===== src/rtl/sub_bytes_seq.sv =====
// Multi-cycle AES SubBytes engine with optional AddRoundKey, LANES bytes per cycle.
// Define SB_INV_EN to compile in the inverse S-box for the decryption path.
module sub_bytes_seq #(
  parameter int unsigned LANES = 4
) (
  input  logic         clk,
  input  logic         n_rst,
  input  logic         in_valid,
  output logic         in_ready,
  input  logic [127:0] data,
  input  logic [127:0] key,
  input  logic         key_en,
  input  logic         inv,
  output logic [127:0] sb_out,
  output logic         out_valid,
  input  logic         out_ready
);

  localparam int unsigned N     = 16 / LANES;
  localparam int unsigned CW    = (N > 1) ? $clog2(N) : 1;
  localparam int unsigned CHUNK = 8 * LANES;

  typedef enum logic [1:0] {S_IDLE, S_BUSY, S_DONE} state_t;

  state_t              r_state, w_next;
  logic [CW-1:0]       r_cnt;
  logic [127:0]        r_src, r_res, r_sb_out;
  logic [6:0]          w_hi;
  logic                w_last;
  logic [CHUNK-1:0]    w_chunk_in, w_chunk_out;
  logic [127:0]        w_res_next;

  // GF(2^8) arithmetic; the S-box is derived from the field inverse plus the affine map.
  function automatic logic [7:0] gf_mul(input logic [7:0] a, input logic [7:0] b);
    logic [7:0] p, x;
    p = '0;
    x = a;
    for (int unsigned i = 0; i < 8; i++) begin
      if (b[i]) p = p ^ x;
      x = {x[6:0], 1'b0} ^ (x[7] ? 8'h1b : 8'h00);
    end
    return p;
  endfunction

  // a^254 == a^-1, with 0 mapping to 0
  function automatic logic [7:0] gf_inv(input logic [7:0] a);
    logic [7:0] s, r;
    s = a;
    r = 8'h01;
    for (int unsigned i = 1; i < 8; i++) begin
      s = gf_mul(s, s);
      r = gf_mul(r, s);
    end
    return r;
  endfunction

  function automatic logic [7:0] rotl8(input logic [7:0] b, input int unsigned n);
    return 8'((b << n) | (b >> (8 - n)));
  endfunction

  function automatic logic [7:0] sbox_fwd(input logic [7:0] a);
    logic [7:0] b;
    b = gf_inv(a);
    return b ^ rotl8(b, 1) ^ rotl8(b, 2) ^ rotl8(b, 3) ^ rotl8(b, 4) ^ 8'h63;
  endfunction

`ifdef SB_INV_EN
  logic r_inv;

  function automatic logic [7:0] sbox_inv(input logic [7:0] a);
    return gf_inv(rotl8(a, 1) ^ rotl8(a, 3) ^ rotl8(a, 6) ^ 8'h05);
  endfunction
`else
  logic w_unused_inv;
  assign w_unused_inv = inv;
`endif

  assign w_hi   = 7'(127 - CHUNK * 32'(r_cnt));
  assign w_last = (r_cnt == CW'(N - 1));

  always_comb begin
    w_chunk_in  = r_src[w_hi -: CHUNK];
    w_chunk_out = '0;
    for (int unsigned l = 0; l < LANES; l++) begin
`ifdef SB_INV_EN
      w_chunk_out[CHUNK-1-8*l -: 8] = r_inv ? sbox_inv(w_chunk_in[CHUNK-1-8*l -: 8])
                                            : sbox_fwd(w_chunk_in[CHUNK-1-8*l -: 8]);
`else
      w_chunk_out[CHUNK-1-8*l -: 8] = sbox_fwd(w_chunk_in[CHUNK-1-8*l -: 8]);
`endif
    end
    w_res_next = r_res;
    w_res_next[w_hi -: CHUNK] = w_chunk_out;
  end

  always_comb begin
    w_next = r_state;
    case (r_state)
      S_IDLE:  if (in_valid)  w_next = S_BUSY;
      S_BUSY:  if (w_last)    w_next = S_DONE;
      S_DONE:  if (out_ready) w_next = S_IDLE;
      default: w_next = S_IDLE;
    endcase
  end

  always_ff @(posedge clk) begin
    if (!n_rst) begin
      r_state  <= S_IDLE;
      r_cnt    <= '0;
      r_src    <= '0;
      r_res    <= '0;
      r_sb_out <= '0;
`ifdef SB_INV_EN
      r_inv    <= 1'b0;
`endif
    end else begin
      r_state <= w_next;
      case (r_state)
        S_IDLE: if (in_valid) begin
          r_src <= key_en ? (data ^ key) : data;
          r_cnt <= '0;
`ifdef SB_INV_EN
          r_inv <= inv;
`endif
        end
        S_BUSY: begin
          r_res <= w_res_next;
          r_cnt <= r_cnt + 1'b1;
          // Publish the merged result so sb_out only ever changes as a whole block
          if (w_last) r_sb_out <= w_res_next;
        end
        default: ;
      endcase
    end
  end

  assign in_ready  = (r_state == S_IDLE);
  assign out_valid = (r_state == S_DONE);
  assign sb_out    = r_sb_out;

endmodule


===== config.mk =====
export PLATFORM = sky130hd
export DESIGN_NAME = sub_bytes_seq
export DESIGN_NICKNAME = d
export VERILOG_FILES = /design/src/rtl/sub_bytes_seq.sv
export SDC_FILE = /design/constraint.sdc
export NUM_CORES = 2
export LEC_CHECK = 0
export ABC_CLOCK_PERIOD_IN_PS = 15500
export BUFFER_PORTS_ARGS = -buffer_cell sky130_fd_sc_hd__buf_4
export CORE_AREA = 2 2 423 467
export CTS_CLUSTER_DIAMETER = 120
export DETAILED_ROUTE_END_ITERATION = 8
export DIE_AREA = 0 0 425 469
export PLACE_DENSITY = 0.68
export SLEW_MARGIN = 40
export SYNTH_ARGS = -nofsm -noshare
export SYNTH_HDL_FRONTEND = slang
export SYNTH_SLANG_ARGS = --single-unit

===== constraint.sdc =====
create_clock -name clk -period 15.5 [get_ports clk]
set_input_delay 0.775 -clock clk [delete_from_list [all_inputs] [get_ports clk]]
set_output_delay 0.775 -clock clk [all_outputs]
set_load 0.02 [all_outputs]

==> results.cfg <==
[cts]
cts_inserted_buffers = 36
clk_latency_ns = 0.61
holdBufCountCts = 0
htreeDepth = 2
cts.clk_slew.worst_paths_ns = 0.07
cts-root-buf = clkbuf_16
cts_buffer_depth = 3
cts_sinks = 356
cts_tree = built

[die]
rows = 170
start_util = 0.389
dieArea_mm2 = 0.199
core_area_mm2 = 0.194
io_pins = 392
chipWidth_um = 425
fp.dieH_um = 469

[placed_design]
gp_congestion = 0.963
place_hpwl_mm = 205
io_buffer_count = 390
dp_worst_setup_slack_ns = -0.907

[layout]
nNetsFinal = 11032
drive_gt1_frac = 0.256
syn_to_final_growth_pct = 24.8
nFillCells = 18629

[sta]
holdWs_ns = 0.435
hold_viol = 0
rsz0062_at_grt = yes
max-slew-margin-rel = 0.411
final_max_slew_viol_count = 0
max_freq_ghz = 0.0665
clock_skew_ns = 0.0293
period_minus_slack_ns = 15.04
final-setup-viol-count = 0
min_period_over_period = 0.971
tightest_slew_ns = 0.878
finalWorstSetupSlack_ns = 0.456

[logic_synthesis]
ys_ff_latch = 356
synth_common_cells = xnor2_1 (1519), nor2_1 (1392), nand2_1 (1026)
netlist_area_mm2 = 0.0756
synth_top_cell_by_area = xnor2_1
synth_nets = 10098
yosysTopAreaCellShare = 0.176
yosysWarnings = 0
yosysSeqAreaShare = 0.0943
yosys-top-cells-area = xnor2_1 (18%), xnor3_1 (10%), dfxtp_1 (9.4%), nor2_1 (6.9%), xor2_1 (6.3%)
postSynthCellCount = 9804
yosysMostFrequentCell = xnor2_1
synth.avg_cell_area_um2 = 7.71
synth_edf_count = 0
synth-async-reset-ratio = 0
synth_ff_type = dfxtp_1
ys_types = 125

[min_path]
hold-path-cell-count = 3
worstHoldStart = out_ready
holdPathEnd = r_state[1]
min-delay-path-class = input pin to register

[routing]
drc_errors = 0
vias_per_cell = 5.81
wirelength_mm = 275
postRouteAntennaNets = 0
dr_total_vias = 77603
drt_iter0_drc = 7445
first_pass_iters = 6
wire_per_inst_um = 20.6

[global_route]
grt_pass1_wl_mm = 420
overflow = 0
antenna_found_initial = 10
grt_max_degree = 119
grt.total_usage = 0.259
grt_pass1_vias = 74206

[setup_path]
rrSetupSlack_ns = 0.46
worstPathArrival_ns = 15.52
crit_family = XOR/XNOR gates
crit_top_cell = buf_4
r2r_start = r_cnt[0]
cp_num_buf_inv = 17
crit_path_max_fanout = 10
setup.worst_path.start_class = register
rr_worst_depth = 64
end_kind = register
crit_slowest_cell = mux4_2
reg2reg_to = sb_out[90]
required_ns = 15.98
worstSetupPathType = register to register
cp_slowest_stage_delay_ns = 0.63

[outcome]
status = finished clean

[flow_run]
maxCapViolations = 0
==> placed cells by master (no fill, tap or decap), types with 33 or more instances in the layout <==
cell / Yosys / routed
nor2_1: 1392 / 1364
xnor2_4: 23 / 68
and2_1: 76 / 69
a32oi_1: 44 / 43
o21ai_1: 38 / 49
o211ai_1: 79 / 79
a211oi_1: 240 / 221
a221oi_1: 102 / 83
a21oi_1: 464 / 444
mux2i_1: 237 / 214
buf_6: 8 / 39
xnor3_1: 347 / 266
buf_4: 50 / 1510
xnor2_1: 1519 / 1281
nor3_1: 260 / 241
xnor2_2: 101 / 295
nand2_1: 1026 / 1010
xor2_1: 546 / 478
nand2b_1: 44 / 44
dfxtp_1: 356 / 354
o22ai_1: 116 / 110
or3_1: 52 / 48
o21ai_0: 396 / 374
xnor3_2: 23 / 103
inv_1: 76 / 70
nand3_1: 230 / 223
a22o_1: 102 / 101
and3_1: 72 / 67
nor4_1: 49 / 38
clkbuf_16: 0 / 37
xor2_2: 35 / 90
nor2b_1: 36 / 33
mux2_2: 67 / 63
a22oi_1: 65 / 60
a31oi_1: 87 / 79
a21o_1: 55 / 54
==> worst register-to-register path: cells and delay by family (launching register included) <==
family	cells	cell delay, ns
fa+ha+maj	1	0.31
xor+xnor	30	8.72
compound gates	4	0.76
mux	4	1.33
simple gates	8	0.86
flops	1	0.42
buf+inv	17	2.52
==> metal layers <==
metal  vias up  track usage  part of all wire
met4        10        0.118             0.047
met3       636       0.0291             0.072
met1     37250        0.327              0.40
met2      3383        0.443              0.48
li1      36324            -                 -
met5         -            0           0.00026
==> worst max-delay path by stage <==
| stage | from | to | slack (ns) | depth (start not counted) |
|---|---|---|---|---|
| after global routing | r_cnt[1] | sb_out[5] | -0.18 | 63 |
| after global placement | r_cnt[0] | sb_out[103] | -0.81 | 62 |
| after CTS | r_cnt[0] | sb_out[54] | 0.002 | 63 |
| after floorplan | r_cnt[0] | sb_out[39] | -0.01 | 64 |
| after detailed placement | r_cnt[0] | sb_out[103] | -0.91 | 63 |
| final | r_cnt[0] | sb_out[90] | 0.46 | 64 |
==> per-stage QoR <==
step,utilization,area (um2),std cells,setup TNS [ns]
CTS,0.458,89100,13137,0
floorplan,-,76000,9804,-0.0101
finish,0.485,94300,13347,0
global placement,0.448,87100,13056,-43.63
global route,0.485,94300,13346,-10.79
detailed placement,0.449,87300,13057,-75.95
==> logic make-up after synthesis <==
group                      share of synthesized area
adders and majority gates                    0.00556
xor gates and xnor gates                       0.404
and+or+nand+nor                                0.197
DFF                                           0.0943
AOI/OAI and AO/OA                              0.201
muxes                                         0.0517
buffers and inverters                         0.0457
==> area by class of cell <==
class | count | area (um2) | share of cell area
diodes | 4 | 10.0 | 0.000106
clock buffers | 46 | 990 | 0.0105
clock inverters | 17 | 218 | 0.00231
inverters | 107 | 423 | 0.00448
multi-input cells | 8650 | 69800 | 0.740
flip-flops and latches | 356 | 7130 | 0.0757
well taps | 2580 | 3230 | 0.0342
repair buffers | 1587 | 12500 | 0.132
==> repair_timing <==
item / 4_1_cts / 5_1_grt
gates cloned: 0 / 3
gates resized for setup: 83 / 636
setup endpoints to repair: 216 / 224
pin swaps: 19 / 242
buffers inserted: 17 / 202
==> state kept, by name, summed over array words and instances, names as in the netlist <==
name,count
r_res,96
sb_out,128
r_state,2
r_src,128
r_cnt,2
Power is left out: the tool's default activity adds up to more than one toggle a clock period on the data nets, which glitch-free logic cannot reach.
